--- src/rtl/i2s_pkg.sv ---
// Shared types for the I2S/TDM clock master: framing modes and control FSM states.
package i2s_pkg;

  typedef enum logic [1:0] {
    I2S_MODE_I2S = 2'd0,
    I2S_MODE_LJ  = 2'd1,
    I2S_MODE_DSP = 2'd2
  } i2s_mode_e;

  typedef enum logic [1:0] {
    ST_IDLE  = 2'd0,
    ST_RUN   = 2'd1,
    ST_DRAIN = 2'd2
  } i2s_state_e;

endpackage

--- src/rtl/i2s_sck_div.sv ---
// SCK divider: low half then high half per bit period, registered edge strobes; wrap_o flags the last
// clk of a bit period so the caller can advance counters in the same cycle the fall strobe appears.
module i2s_sck_div #(
  parameter int SCK_DIV = 8
) (
  input  logic clk_i,
  input  logic rst_ni,
  input  logic en_i,
  input  logic restart_i,
  output logic sck_o,
  output logic sck_rise_o,
  output logic sck_fall_o,
  output logic wrap_o
);

  localparam int CW = $clog2(SCK_DIV);

  logic [CW-1:0] cnt_q;
  logic [CW-1:0] cnt_nxt;

  assign wrap_o  = (cnt_q == CW'(SCK_DIV - 1));
  assign cnt_nxt = wrap_o ? '0 : cnt_q + CW'(1);

  // Stopping forces SCK low; a pending high phase is reported as a fall so strobes stay consistent.
  always_ff @(posedge clk_i or negedge rst_ni) begin
    if (!rst_ni) begin
      cnt_q      <= '0;
      sck_o      <= 1'b0;
      sck_rise_o <= 1'b0;
      sck_fall_o <= 1'b0;
    end else if (restart_i || !en_i) begin
      cnt_q      <= '0;
      sck_o      <= 1'b0;
      sck_rise_o <= 1'b0;
      sck_fall_o <= sck_o;
    end else begin
      cnt_q      <= cnt_nxt;
      sck_o      <= (cnt_nxt >= CW'(SCK_DIV / 2));
      sck_rise_o <= (cnt_nxt == CW'(SCK_DIV / 2));
      sck_fall_o <= (cnt_nxt == '0);
    end
  end

endmodule

--- src/rtl/i2s_tdm_clock_gen.sv ---
// I2S / left-justified / DSP-TDM bit and frame clock master with clean start and frame-aligned stop.
// Define I2S_CLKGEN_MCLK_EN to add the free-running mclk_o output.
module i2s_tdm_clock_gen
  import i2s_pkg::*;
#(
  parameter int SCK_DIV   = 8,
  parameter int SLOT_BITS = 32,
  parameter int NUM_SLOTS = 2,
  parameter bit WS_POL    = 1'b0,
  parameter int MCLK_DIV  = 2,
  localparam int SW = (NUM_SLOTS > 1) ? $clog2(NUM_SLOTS) : 1,
  localparam int BW = $clog2(SLOT_BITS)
) (
  input  logic          clk_i,
  input  logic          rst_ni,
  input  logic          en_i,
  input  logic [1:0]    mode_i,
  output logic          sck_o,
  output logic          ws_o,
  output logic          sck_rise_o,
  output logic          sck_fall_o,
  output logic          frame_start_o,
  output logic [SW-1:0] slot_o,
  output logic [BW-1:0] bit_o,
  output logic          running_o
`ifdef I2S_CLKGEN_MCLK_EN
  ,
  output logic          mclk_o
`endif
);

  if (SCK_DIV < 2 || (SCK_DIV % 2) != 0) begin : g_bad_sck_div
    $fatal(1, "SCK_DIV must be even and >= 2");
  end
  if (SLOT_BITS < 2 || SLOT_BITS > 64) begin : g_bad_slot_bits
    $fatal(1, "SLOT_BITS must be in 2..64");
  end
  if (NUM_SLOTS < 1) begin : g_bad_num_slots
    $fatal(1, "NUM_SLOTS must be >= 1");
  end
  if (MCLK_DIV < 2 || (MCLK_DIV % 2) != 0) begin : g_bad_mclk_div
    $fatal(1, "MCLK_DIV must be even and >= 2");
  end

  i2s_state_e    state_q, state_d;
  logic [BW-1:0] bit_q, bit_d;
  logic [SW-1:0] slot_q, slot_d, slot_adv;
  logic [1:0]    mode_q, mode_d;
  logic          ws_q, ws_d;
  logic          fs_q, fs_d;
  logic          restart, tick, last_bit, last_slot;

  assign last_bit  = (bit_q == BW'(SLOT_BITS - 1));
  assign last_slot = (slot_q == SW'(NUM_SLOTS - 1));

  i2s_sck_div #(.SCK_DIV(SCK_DIV)) u_sck_div (
    .clk_i      (clk_i),
    .rst_ni     (rst_ni),
    .en_i       (state_d != ST_IDLE),
    .restart_i  (restart),
    .sck_o      (sck_o),
    .sck_rise_o (sck_rise_o),
    .sck_fall_o (sck_fall_o),
    .wrap_o     (tick)
  );

  function automatic logic lj_level(input logic [SW-1:0] s);
    return (s < SW'(NUM_SLOTS / 2)) ? WS_POL : ~WS_POL;
  endfunction

  always_comb begin
    state_d = state_q;
    bit_d   = bit_q;
    slot_d  = slot_q;
    mode_d  = mode_q;
    fs_d    = 1'b0;
    restart = 1'b0;
    case (state_q)
      ST_IDLE: begin
        if (en_i) begin
          state_d = ST_RUN;
          restart = 1'b1;
          mode_d  = mode_i;
          fs_d    = 1'b1;
        end
      end
      ST_RUN, ST_DRAIN: begin
        // A stop only lands where the next frame would begin, so no partial frame is ever emitted.
        if (state_q == ST_DRAIN && !en_i && tick && last_bit && last_slot) begin
          state_d = ST_IDLE;
          bit_d   = '0;
          slot_d  = '0;
        end else begin
          state_d = en_i ? ST_RUN : ST_DRAIN;
          if (tick) begin
            if (!last_bit) begin
              bit_d = bit_q + BW'(1);
            end else begin
              bit_d = '0;
              if (!last_slot) begin
                slot_d = slot_q + SW'(1);
              end else begin
                slot_d = '0;
                fs_d   = 1'b1;
                mode_d = mode_i;
              end
            end
          end
        end
      end
      default: begin
        state_d = ST_IDLE;
        bit_d   = '0;
        slot_d  = '0;
      end
    endcase
  end

  // I2S reuses the LJ level of the following bit, which shifts WS one SCK period earlier.
  always_comb begin
    slot_adv = slot_d;
    if (bit_d == BW'(SLOT_BITS - 1)) begin
      slot_adv = (slot_d == SW'(NUM_SLOTS - 1)) ? '0 : slot_d + SW'(1);
    end
    if (state_d == ST_IDLE) begin
      ws_d = (mode_d == I2S_MODE_DSP) ? 1'b0 : WS_POL;
    end else if (mode_d == I2S_MODE_LJ) begin
      ws_d = lj_level(slot_d);
    end else if (mode_d == I2S_MODE_DSP) begin
      ws_d = (slot_d == '0) && (bit_d == '0);
    end else begin
      ws_d = lj_level(slot_adv);
    end
  end

  always_ff @(posedge clk_i or negedge rst_ni) begin
    if (!rst_ni) begin
      state_q <= ST_IDLE;
      bit_q   <= '0;
      slot_q  <= '0;
      mode_q  <= I2S_MODE_I2S;
      ws_q    <= WS_POL;
      fs_q    <= 1'b0;
    end else begin
      state_q <= state_d;
      bit_q   <= bit_d;
      slot_q  <= slot_d;
      mode_q  <= mode_d;
      ws_q    <= ws_d;
      fs_q    <= fs_d;
    end
  end

  assign ws_o          = ws_q;
  assign frame_start_o = fs_q;
  assign slot_o        = slot_q;
  assign bit_o         = bit_q;
  assign running_o     = (state_q != ST_IDLE);

`ifdef I2S_CLKGEN_MCLK_EN
  localparam int MW = (MCLK_DIV > 2) ? $clog2(MCLK_DIV / 2) : 1;

  logic [MW-1:0] mclk_cnt_q;
  logic          mclk_q;

  always_ff @(posedge clk_i or negedge rst_ni) begin
    if (!rst_ni) begin
      mclk_cnt_q <= '0;
      mclk_q     <= 1'b0;
    end else if (mclk_cnt_q == MW'(MCLK_DIV / 2 - 1)) begin
      mclk_cnt_q <= '0;
      mclk_q     <= ~mclk_q;
    end else begin
      mclk_cnt_q <= mclk_cnt_q + MW'(1);
    end
  end

  assign mclk_o = mclk_q;
`endif

endmodule

--- config.mk ---
export PLATFORM = sky130hd
export DESIGN_NAME = i2s_tdm_clock_gen
export DESIGN_NICKNAME = d
export VERILOG_FILES = /design/src/rtl/i2s_pkg.sv /design/src/rtl/i2s_sck_div.sv /design/src/rtl/i2s_tdm_clock_gen.sv
export SDC_FILE = /design/constraint.sdc
export NUM_CORES = 1
export LEC_CHECK = 0
export ABC_CLOCK_PERIOD_IN_PS = 6240
export BUFFER_PORTS_ARGS = -buffer_cell sky130_fd_sc_hd__buf_2
export CORE_ASPECT_RATIO = 1.4
export CORE_MARGIN = 2
export CORE_UTILIZATION = 59
export CTS_CLUSTER_DIAMETER = 120
export CTS_CLUSTER_SIZE = 16
export DETAILED_ROUTE_END_ITERATION = 8
export GPL_TIMING_DRIVEN = 0
export PLACE_DENSITY = 0.82
export SLEW_MARGIN = 0
export SYNTH_ARGS = -nofsm -noshare
export SYNTH_HDL_FRONTEND = slang
export SYNTH_SLANG_ARGS = --single-unit
--- constraint.sdc ---
create_clock -name clk_i -period 6.24 [get_ports clk_i]
set_clock_uncertainty 0.05 [all_clocks]
set_input_delay 0 -clock clk_i [delete_from_list [all_inputs] [get_ports clk_i]]
set_output_delay 0 -clock clk_i [all_outputs]
set_load 0.1 [all_outputs]
==> results of run 1 <==
==> power by group through the flow <==
stage	Sequential [mW]	Clock [mW]	Combinational (mW)
finish	0.153	0.0558	0.344
global placement	0.153	0	0.330
CTS	0.153	0.0589	0.340
floorplan	0.222	0	0.206
detailed placement	0.155	0	0.337
global route	0.157	0.0640	0.368
==> worst paths after layout <==
check | from | endpoint | cells after the start
min reg2reg | u_sck_div.cnt_q[0] | u_sck_div.cnt_q[0] | 1
max in group asynchronous | rst_ni | slot_o | 2
min in group asynchronous | rst_ni | u_sck_div.sck_fall_o | 2
max reg2reg | bit_o[0] | ws_o | 9
max | bit_o[0] | ws_o | 9
min | mode_i[1] | mode_q[1] | 2
==> cells by family (layout without fill, tap and decap cells) <==
group | Yosys count | count (layout) | share of synthesized area, %
XOR/XNOR | 1 | 1 | 0.774
AO/OA/AOI/OAI | 32 | 32 | 22.7
adder cells (fa/ha/maj) | 9 | 9 | 9.96
buffers and inverters | 12 | 35 | 5.31
multiplexers | 1 | 1 | 0.996
AND/OR/NAND/NOR | 42 | 42 | 22.7
flip-flops | 17 | 17 | 37.6
==> synthesized netlist by cell type, drive strengths merged, types with 2 or more instances <==
cell / instances / share of area [%]
dfrtp: 17 / 38
ha: 9 / 10
nand2: 9 / 3.0
nor2: 8 / 2.9
inv: 7 / 2.3
and2: 5 / 3.0
a21oi: 4 / 1.8
buf: 4 / 2.3
nand4: 4 / 3.5
o21ai: 4 / 2.1
a2111oi: 2 / 1.7
a211oi: 2 / 1.3
a31oi: 2 / 1.1
a41oi: 2 / 1.5
and3: 2 / 1.1
nand2b: 2 / 1.1
nand4b: 2 / 1.5
nor2b: 2 / 1.1
nor4: 2 / 1.1
==> through the flow <==
step / instance area [um^2] / hold WS [ns] / cells
6_report: 1290 / 0.0560 / 157
2_1_floorplan: 1130 / -0.346 / 114
3_3_place_gp: 1240 / -0.119 / 150
3_5_place_dp: 1240 / -0.111 / 150
4_1_cts: 1290 / 0.0412 / 157
5_1_grt: 1290 / 0.0632 / 157
==> area by class of cell <==
cell class,count,share of cell area [%]
well taps,20,1.93
clock buffers,3,1.74
plain buffers,5,2.61
clock inverters,1,0.387
flip-flops and latches,17,32.9
multi-input cells,85,49.9
inverters,7,2.03
repair buffers,19,8.51
==> registers in the layout, summed over array words and instances, names as in the netlist <==
signal                cells
slot_o                    1
u_sck_div.sck_fall_o      1
mode_q                    2
state_q                   2
u_sck_div.sck_rise_o      1
u_sck_div.cnt_q           3
ws_o                      1
bit_o                     5
frame_start_o             1
==> per-layer routing <==
metal	part of all wire [%]	global-route usage, %
met2	52	40.0
met3	2.1	1.20
met1	43	31.8
met4	2.5	9.52
met5	0	0
==> critical path, stage by stage (launching register included) <==
cell and delay, ns:
dfrtp_1 0.49, ha_1 0.22, and3_1 0.18, ha_1 0.26, nand3_1 0.16, o32ai_1 0.39, a32o_1 0.33, nand4_1 0.11
a2111oi_0 0.41, a211oi_1 0.11
==> impl_metrics.tcl, run 1 <==
set metrics [dict create \
    hold_viol 0 \
    wl_per_cell_um 15.2 \
    vias 975 \
    cts_tree "yes" \
    status "completed" \
    drv_slew 0 \
    layout_setup_ws_ns 3.40 \
    required_ns 6.34 \
    numCtsBuffers 3 \
    post_synth.cell_area_avg_um2 9.92 \
    final_cell_mix "19 x buf_2, 17 x dfrtp_1, 9 x nand2_1, 9 x ha_1, 7 x nor2_1" \
    syn_to_final_growth_pct 14.4 \
    syn_inst 114 \
    path_class "reg -> reg" \
    grt_pass1_vias 974 \
    diodes 0 \
    final_common_cell "buf_2" \
    portBuffers 16 \
    clkPwrFrac_pct 10.1 \
    antenna_found_initial 0 \
    p_total_uw 553 \
    dieHeight_um 55.8 \
    initial_core_util_pct 63.6 \
    yosysUniqueCellTypes 52 \
    clockBufferDepth 2 \
    synth_fp_nets 128 \
    drtAntennaViolNets 0 \
    regArea_um2 425 \
    ctsHoldBuffers 3 \
    switching_share_pct 52.9 \
    drcViolationCount 0 \
    synth_ff_type "dfrtp_1" \
    die_area_mm2 0.00229 \
    drive_gt1_share_pct 27.0 \
    setup_tns_ns 0 \
    grt_max_degree 18 \
    reg2reg_slack_ns 3.40 \
    yosysWarnings 0 \
    cts_setup_buffers 0 \
    grt_pass1_wl_mm 4.03 \
    rsz0062_at_grt "no" \
    worst_pin_slew_ns 0.488 \
    synth-seq-cells 17 \
    startpoint_type "flop" \
    path_max_fanout 8 \
    worstHoldPathType "in -> reg" \
    avgViaCountPerCell 6.21 \
    grt_usage_pct 24.4 \
    drt-total-wl_mm 2.39 \
    cts_sinks 17 \
    multi_input_area_um2 646 \
    leakage_nw 0.636 \
    cp-end-kind "flop" \
    slew_headroom_pct 67.7 \
    p_per_area_mw_per_mm2 427 \
    setup_viol 0 \
    synth_edf_count 0 \
    cts.reportedPaths.clkPinSlew_ns 0.09 \
    fillers 149 \
    max_freq_mhz 352 \
    post-route-util_pct 72.7 \
    drt-initial-drc-count 16 \
    pre_cts_slack_ns 3.45 \
    ys_async_sr_fraction_pct 100 \
    pwr-share-comb_pct 62.3 \
    critPathArrivalTime_ns 2.94 \
    ys_seq_area_share_pct 37.6 \
    max_cap_violations 0 \
    die_w_um 41.0 \
    fin_crit_ns 2.84 \
    io_pins 17 \
    ir_drop_mv 0.349 \
    cts_resized 0 \
    std_cell_rows 18 \
    syn-cell-area_mm2 0.00113 \
    p_seq_share_pct 27.6 \
    root_buffer "clkbuf_4" \
    nets 152 \
    htreeDepth 1 \
    hpwl_mm 1.85 \
    coreArea_mm2 0.00178 \
    finalWeightedCongestion 0.836 \
    fin_crit_sh_pct 45.5 \
    switching_power_uw 292 \
    clk_latency_ns 0.28 \
    drtPass1Iterations 4 \
    grt-ovfl-total 0 \
    intPower_uw 260 \
]
Power figures use the tool's default switching activity.
==> inputs of run 2 (changes only) <==
--- a/config.mk
+++ b/config.mk
@@ -5,16 +5,16 @@
 export SDC_FILE = /design/constraint.sdc
 export NUM_CORES = 1
 export LEC_CHECK = 0
-export ABC_CLOCK_PERIOD_IN_PS = 6240
+export ABC_CLOCK_PERIOD_IN_PS = 2800
 export BUFFER_PORTS_ARGS = -buffer_cell sky130_fd_sc_hd__buf_2
 export CORE_ASPECT_RATIO = 1.4
 export CORE_MARGIN = 2
-export CORE_UTILIZATION = 59
+export CORE_UTILIZATION = 55
 export CTS_CLUSTER_DIAMETER = 120
 export CTS_CLUSTER_SIZE = 16
 export DETAILED_ROUTE_END_ITERATION = 8
 export GPL_TIMING_DRIVEN = 0
-export PLACE_DENSITY = 0.82
+export PLACE_DENSITY = 0.77
 export SLEW_MARGIN = 0
 export SYNTH_ARGS = -nofsm -noshare
 export SYNTH_HDL_FRONTEND = slang
==> constraint.sdc (replaced) <==
create_clock -name clk_i -period 2.8 [get_ports clk_i]
set_clock_uncertainty 0.05 [all_clocks]
set_input_delay 0 -clock clk_i [delete_from_list [all_inputs] [get_ports clk_i]]
set_output_delay 0 -clock clk_i [all_outputs]
set_load 0.1 [all_outputs]
==> impl_metrics.tcl, run 2 (synthesis gave the netlist of run 1 again) <==
set metrics [dict create \
    drtPass1Iterations 4 \
    clk_latency_ns 0.30 \
    dieHeight_um 57.7 \
    std_cell_rows 19 \
    htreeDepth 1 \
    numCtsBuffers 3 \
    drv_slew 0 \
    worst_pin_slew_ns 0.486 \
    drive_gt1_share_pct 37.4 \
    hold-worst-slack_ns 0.00965 \
    intPower_uw 602 \
    vias 1027 \
    r2r-start "bit_o[0]" \
    p_per_area_mw_per_mm2 937 \
    switching_share_pct 53.1 \
    layout_setup_ws_ns 0.180 \
    grt-ovfl-total 0 \
    grt_usage_pct 24.3 \
    fin_crit_sh_pct 93.6 \
    hold_viol 0 \
    nets 154 \
    drtAntennaViolNets 0 \
    root_buffer "clkbuf_4" \
    clockBufferDepth 2 \
    final_cell_mix "19 x buf_2, 13 x dfrtp_1, 9 x nand2_1, 7 x nor2_1, 7 x ha_1" \
    antenna_found_initial 0 \
    fin_crit_ns 2.62 \
    status "completed" \
    ir_drop_mv 0.715 \
    critPathArrivalTime_ns 2.75 \
    pwr-share-comb_pct 62.9 \
    io_pins 17 \
    worstHoldPathType "in -> reg" \
    syn_to_final_growth_pct 21.1 \
    pre_cts_slack_ns 0.0177 \
    final_common_cell "buf_2" \
    largest_register_ffs 5 \
    path_max_fanout 7 \
    avgViaCountPerCell 6.42 \
    drt-initial-drc-count 18 \
    die_w_um 42.3 \
    cts_sinks 17 \
    max_cap_violations 0 \
    grt_pass1_wl_mm 4.51 \
    portBuffers 16 \
    path_class "reg -> reg" \
    diodes 0 \
    reg2reg_slack_ns 0.18 \
    cts_tree "yes" \
    clkPwrFrac_pct 10.5 \
    rsz0062_at_grt "no" \
    timing.rr.end "ws_o" \
    post-route-util_pct 70.3 \
    max_freq_mhz 382 \
    ff2ff_path_depth 9 \
    endpoint "ws_o" \
    fillers 163 \
    required_ns 2.93 \
    startpoint_type "flop" \
    hpwl_mm 1.90 \
    cp-end-kind "flop" \
    finalWeightedCongestion 0.900 \
    grt_pass1_vias 1013 \
    drt-total-wl_mm 2.57 \
    coreArea_mm2 0.00195 \
    cp-startpoint "bit_o[0]" \
    leakage_nw 0.690 \
    p_seq_share_pct 26.6 \
    slew_headroom_pct 67.8 \
    setup_viol 0 \
    setup_tns_ns 0 \
    grt_max_degree 18 \
    switching_power_uw 681 \
    drcViolationCount 0 \
    p_total_mw 1.28 \
    wl_per_cell_um 16.1 \
    cts.reportedPaths.clkPinSlew_ns 0.10 \
    die_area_mm2 0.00244 \
    initial_core_util_pct 58.0 \
]
## run 2: worst min-delay path by stage
stage / start / endpoint / slack (ns) / cells after the start
after floorplan: rst_ni / bit_o[0] / -0.35 / 0
after global placement: rst_ni / state_q[0] / -0.12 / 1
after detailed placement: rst_ni / state_q[0] / -0.11 / 1
after CTS: mode_i[1] / mode_q[1] / 0.03 / 2
after global routing: mode_i[1] / mode_q[1] / 0.007 / 2
final: mode_i[1] / mode_q[1] / 0.01 / 2
## run 2: cell type report
class	count	area, um^2	area share [%]
clock buffers	3	22.5	1.64
well taps	21	26.3	1.92
multi-input cells	85	701	51.1
flip-flops and latches	17	430	31.4
plain buffers	5	33.8	2.47
clock inverters	1	5.00	0.365
repair buffers	21	125	9.13
inverters	7	26.3	1.92
## run 2: power by group through the flow
stage / combinational (mW) / sequential (mW) / clock, mW
2_1_floorplan: 0.459 / 0.496 / 0
3_3_place_gp: 0.739 / 0.341 / 0
3_5_place_dp: 0.753 / 0.346 / 0
4_1_cts: 0.759 / 0.340 / 0.139
5_1_grt: 0.873 / 0.349 / 0.154
6_report: 0.807 / 0.342 / 0.135
## run 2: per-stage QoR
stage,cell area [um^2],std cells
after floorplan,1140,114
after global placement,1240,151
after detailed placement,1240,151
after CTS,1300,158
after global routing,1370,160
final,1370,160
## run 2: worst max-delay path: stages (launching register included)
cell and delay, ns:
dfrtp_2 0.46, ha_2 0.20, and3_1 0.16, ha_2 0.21, nand4b_1 0.17, o211a_1 0.27, a221oi_4 0.34, nand4_1 0.15
a2111oi_2 0.41, a211oi_2 0.08
## run 2: routing by layer
layer | track usage, % | part of all wire (%) | routed length [um] | up-vias
li1 | - | - | - | 481
met1 | 27.6 | 40 | 1040 | 505
met3 | 4.05 | 3.5 | 89 | 9
met4 | 13.4 | 3.2 | 83 | 0
met2 | 42.6 | 53 | 1360 | 32
met5 | 0 | 0 | 0 | -
## run 2: what timing repair did
action	in CTS	in global routing
gates resized for setup	0	11
endpoints found under the setup margin	0	2
hold endpoints to repair	20	0
hold buffers	3	0
setup buffers	0	2
==> inputs of run 3 (changes only) <==
--- a/config.mk
+++ b/config.mk
@@ -5,16 +5,17 @@
 export SDC_FILE = /design/constraint.sdc
 export NUM_CORES = 1
 export LEC_CHECK = 0
-export ABC_CLOCK_PERIOD_IN_PS = 2800
+export ABC_CLOCK_PERIOD_IN_PS = 3400
 export BUFFER_PORTS_ARGS = -buffer_cell sky130_fd_sc_hd__buf_2
 export CORE_ASPECT_RATIO = 1.4
 export CORE_MARGIN = 2
-export CORE_UTILIZATION = 55
+export CORE_UTILIZATION = 59
 export CTS_CLUSTER_DIAMETER = 120
 export CTS_CLUSTER_SIZE = 16
 export DETAILED_ROUTE_END_ITERATION = 8
 export GPL_TIMING_DRIVEN = 0
-export PLACE_DENSITY = 0.77
+export MAX_ROUTING_LAYER = met4
+export PLACE_DENSITY = 0.82
 export SLEW_MARGIN = 0
 export SYNTH_ARGS = -nofsm -noshare
 export SYNTH_HDL_FRONTEND = slang
==> constraint.sdc (replaced) <==
create_clock -name clk_i -period 3.4 [get_ports clk_i]
set_clock_uncertainty 0.05 [all_clocks]
set_input_delay 0 -clock clk_i [delete_from_list [all_inputs] [get_ports clk_i]]
set_output_delay 0 -clock clk_i [all_outputs]
set_load 0.1 [all_outputs]
==> impl_metrics.tcl, run 3 (synthesis gave the netlist of run 1 again) <==
set metrics [dict create \
    leakage_nw 0.636 \
    syn_to_final_growth_pct 14.4 \
    setup_tns_ns 0 \
    drt-initial-drc-count 19 \
    grt_usage_pct 25.0 \
    root_buffer "clkbuf_4" \
    htreeDepth 1 \
    placed_area_mm2 0.00124 \
    coreArea_mm2 0.00178 \
    multi_input_area_um2 646 \
    finalWeightedCongestion 0.849 \
    status "completed" \
    fin_crit_sh_pct 83.4 \
    regArea_um2 425 \
    wl_met1_mm 1.04 \
    drcViolationCount 0 \
    wl_per_cell_um 15.3 \
    final_common_cell "buf_2" \
    p_per_area_mw_per_mm2 783 \
    largest_register_ffs 5 \
    drive_gt1_share_pct 27.0 \
    critPathArrivalTime_ns 2.94 \
    fillers 149 \
    pre_cts_slack_ns 0.607 \
    cp-end-kind "flop" \
    nets 152 \
    hold_viol 0 \
    antenna_found_initial 0 \
    startpoint_type "flop" \
    dieHeight_um 55.8 \
    drt-total-wl_mm 2.40 \
    design_area_mm2 0.00129 \
    vias 981 \
    drtPass1Iterations 4 \
    worstHoldPathType "in -> reg" \
    slew_headroom_pct 67.7 \
    required_ns 3.50 \
    cts_tree "yes" \
    path_max_fanout 8 \
    io_pins 17 \
    die_w_um 41.0 \
    final_cell_mix "19 x buf_2, 17 x dfrtp_1, 9 x nand2_1, 9 x ha_1, 7 x nor2_1" \
    rsz0062_at_grt "no" \
    setup_viol 0 \
    diodes 0 \
    grt_pass1_vias 976 \
    layout_setup_ws_ns 0.565 \
    clockBufferDepth 2 \
    clk_latency_ns 0.28 \
    p_total_mw 1.01 \
    hold-worst-slack_ns 0.0564 \
    worst_pin_slew_ns 0.488 \
    hpwl_mm 1.85 \
    wl_met3_um 56 \
    drtAntennaViolNets 0 \
    fin_crit_ns 2.84 \
    cts_sinks 17 \
    std_cell_rows 18 \
    ir_drop_mv 0.642 \
    grt_max_degree 18 \
    top_layer_used "met4" \
    grt_pass1_wl_mm 4.02 \
    max_freq_mhz 353 \
    met2_length_mm 1.25 \
    numCtsBuffers 3 \
    initial_core_util_pct 63.6 \
    cts.reportedPaths.clkPinSlew_ns 0.10 \
    grt-ovfl-total 0 \
    path_class "reg -> reg" \
    portBuffers 16 \
    die_area_mm2 0.00229 \
    drv_slew 0 \
    max_cap_violations 0 \
    avgViaCountPerCell 6.25 \
]
## run 3: cell types whose count changed in the layout (fill, tap and decap cells not counted), moves of 2 or more
cell / before / now
ha_2: 2 / 0
dfrtp_1: 13 / 17
dfrtp_2: 4 / 0
a2111oi_2: 2 / 0
buf_4: 2 / 0
ha_1: 7 / 9
## run 3: power by group
group / switching, mW / internal, mW
sequential: 0.0314 / 0.249
clock: 0.0590 / 0.0436
combinational: 0.445 / 0.185
total: 0.535 / 0.478
## run 3: repair_timing
action                                  4_1_cts  5_1_grt
gates resized for setup                       0        0
endpoints found under the setup margin        0        0
hold endpoints to repair                     19        0
setup buffers                                 0        0
hold buffers                                  3        0
## run 3: through the flow
| step | util, % | cells |
|---|---|---|
| floorplan | - | 114 |
| global placement | 69.5 | 150 |
| detailed placement | 69.5 | 150 |
| CTS | 72.7 | 157 |
| global route | 72.7 | 157 |
| finish | 72.7 | 157 |
## run 3: layer usage
metal | GRT usage (%) | vias to the layer above
met4 | 9.52 | 0
met1 | 31.6 | 476
met3 | 1.20 | 6
met5 | - | -
li1 | - | 477
met2 | 40.2 | 22
## run 3: path summary, 6_finish.rpt
path | depth (start not counted) | endpoint | from | slack (ns)
max | 9 | ws_o | bit_o[0] | 0.56
min | 2 | mode_q[1] | mode_i[1] | 0.06
min in group asynchronous | 2 | u_sck_div.sck_fall_o | rst_ni | 0.11
max in group asynchronous | 2 | slot_o | rst_ni | 2.91
max reg2reg | 9 | ws_o | bit_o[0] | 0.56
min reg2reg | 1 | u_sck_div.cnt_q[0] | u_sck_div.cnt_q[0] | 0.43
## run 3: critical path, cell delays in order, from the launching register on
cell and delay [ns]:
dfrtp_1 0.49, ha_1 0.22, and3_1 0.18, ha_1 0.26, nand3_1 0.16, o32ai_1 0.39
a32o_1 0.33, nand4_1 0.11, a2111oi_0 0.41, a211oi_1 0.11
## run 3: final cells by class
type,count,area share (%)
timing repair buffer,19,8.51
clock buffer,3,1.74
buffer,5,2.61
clock inverter,1,0.387
sequential,17,32.9
multi-input combinational,85,49.9
inverter,7,2.03
tap,20,1.93
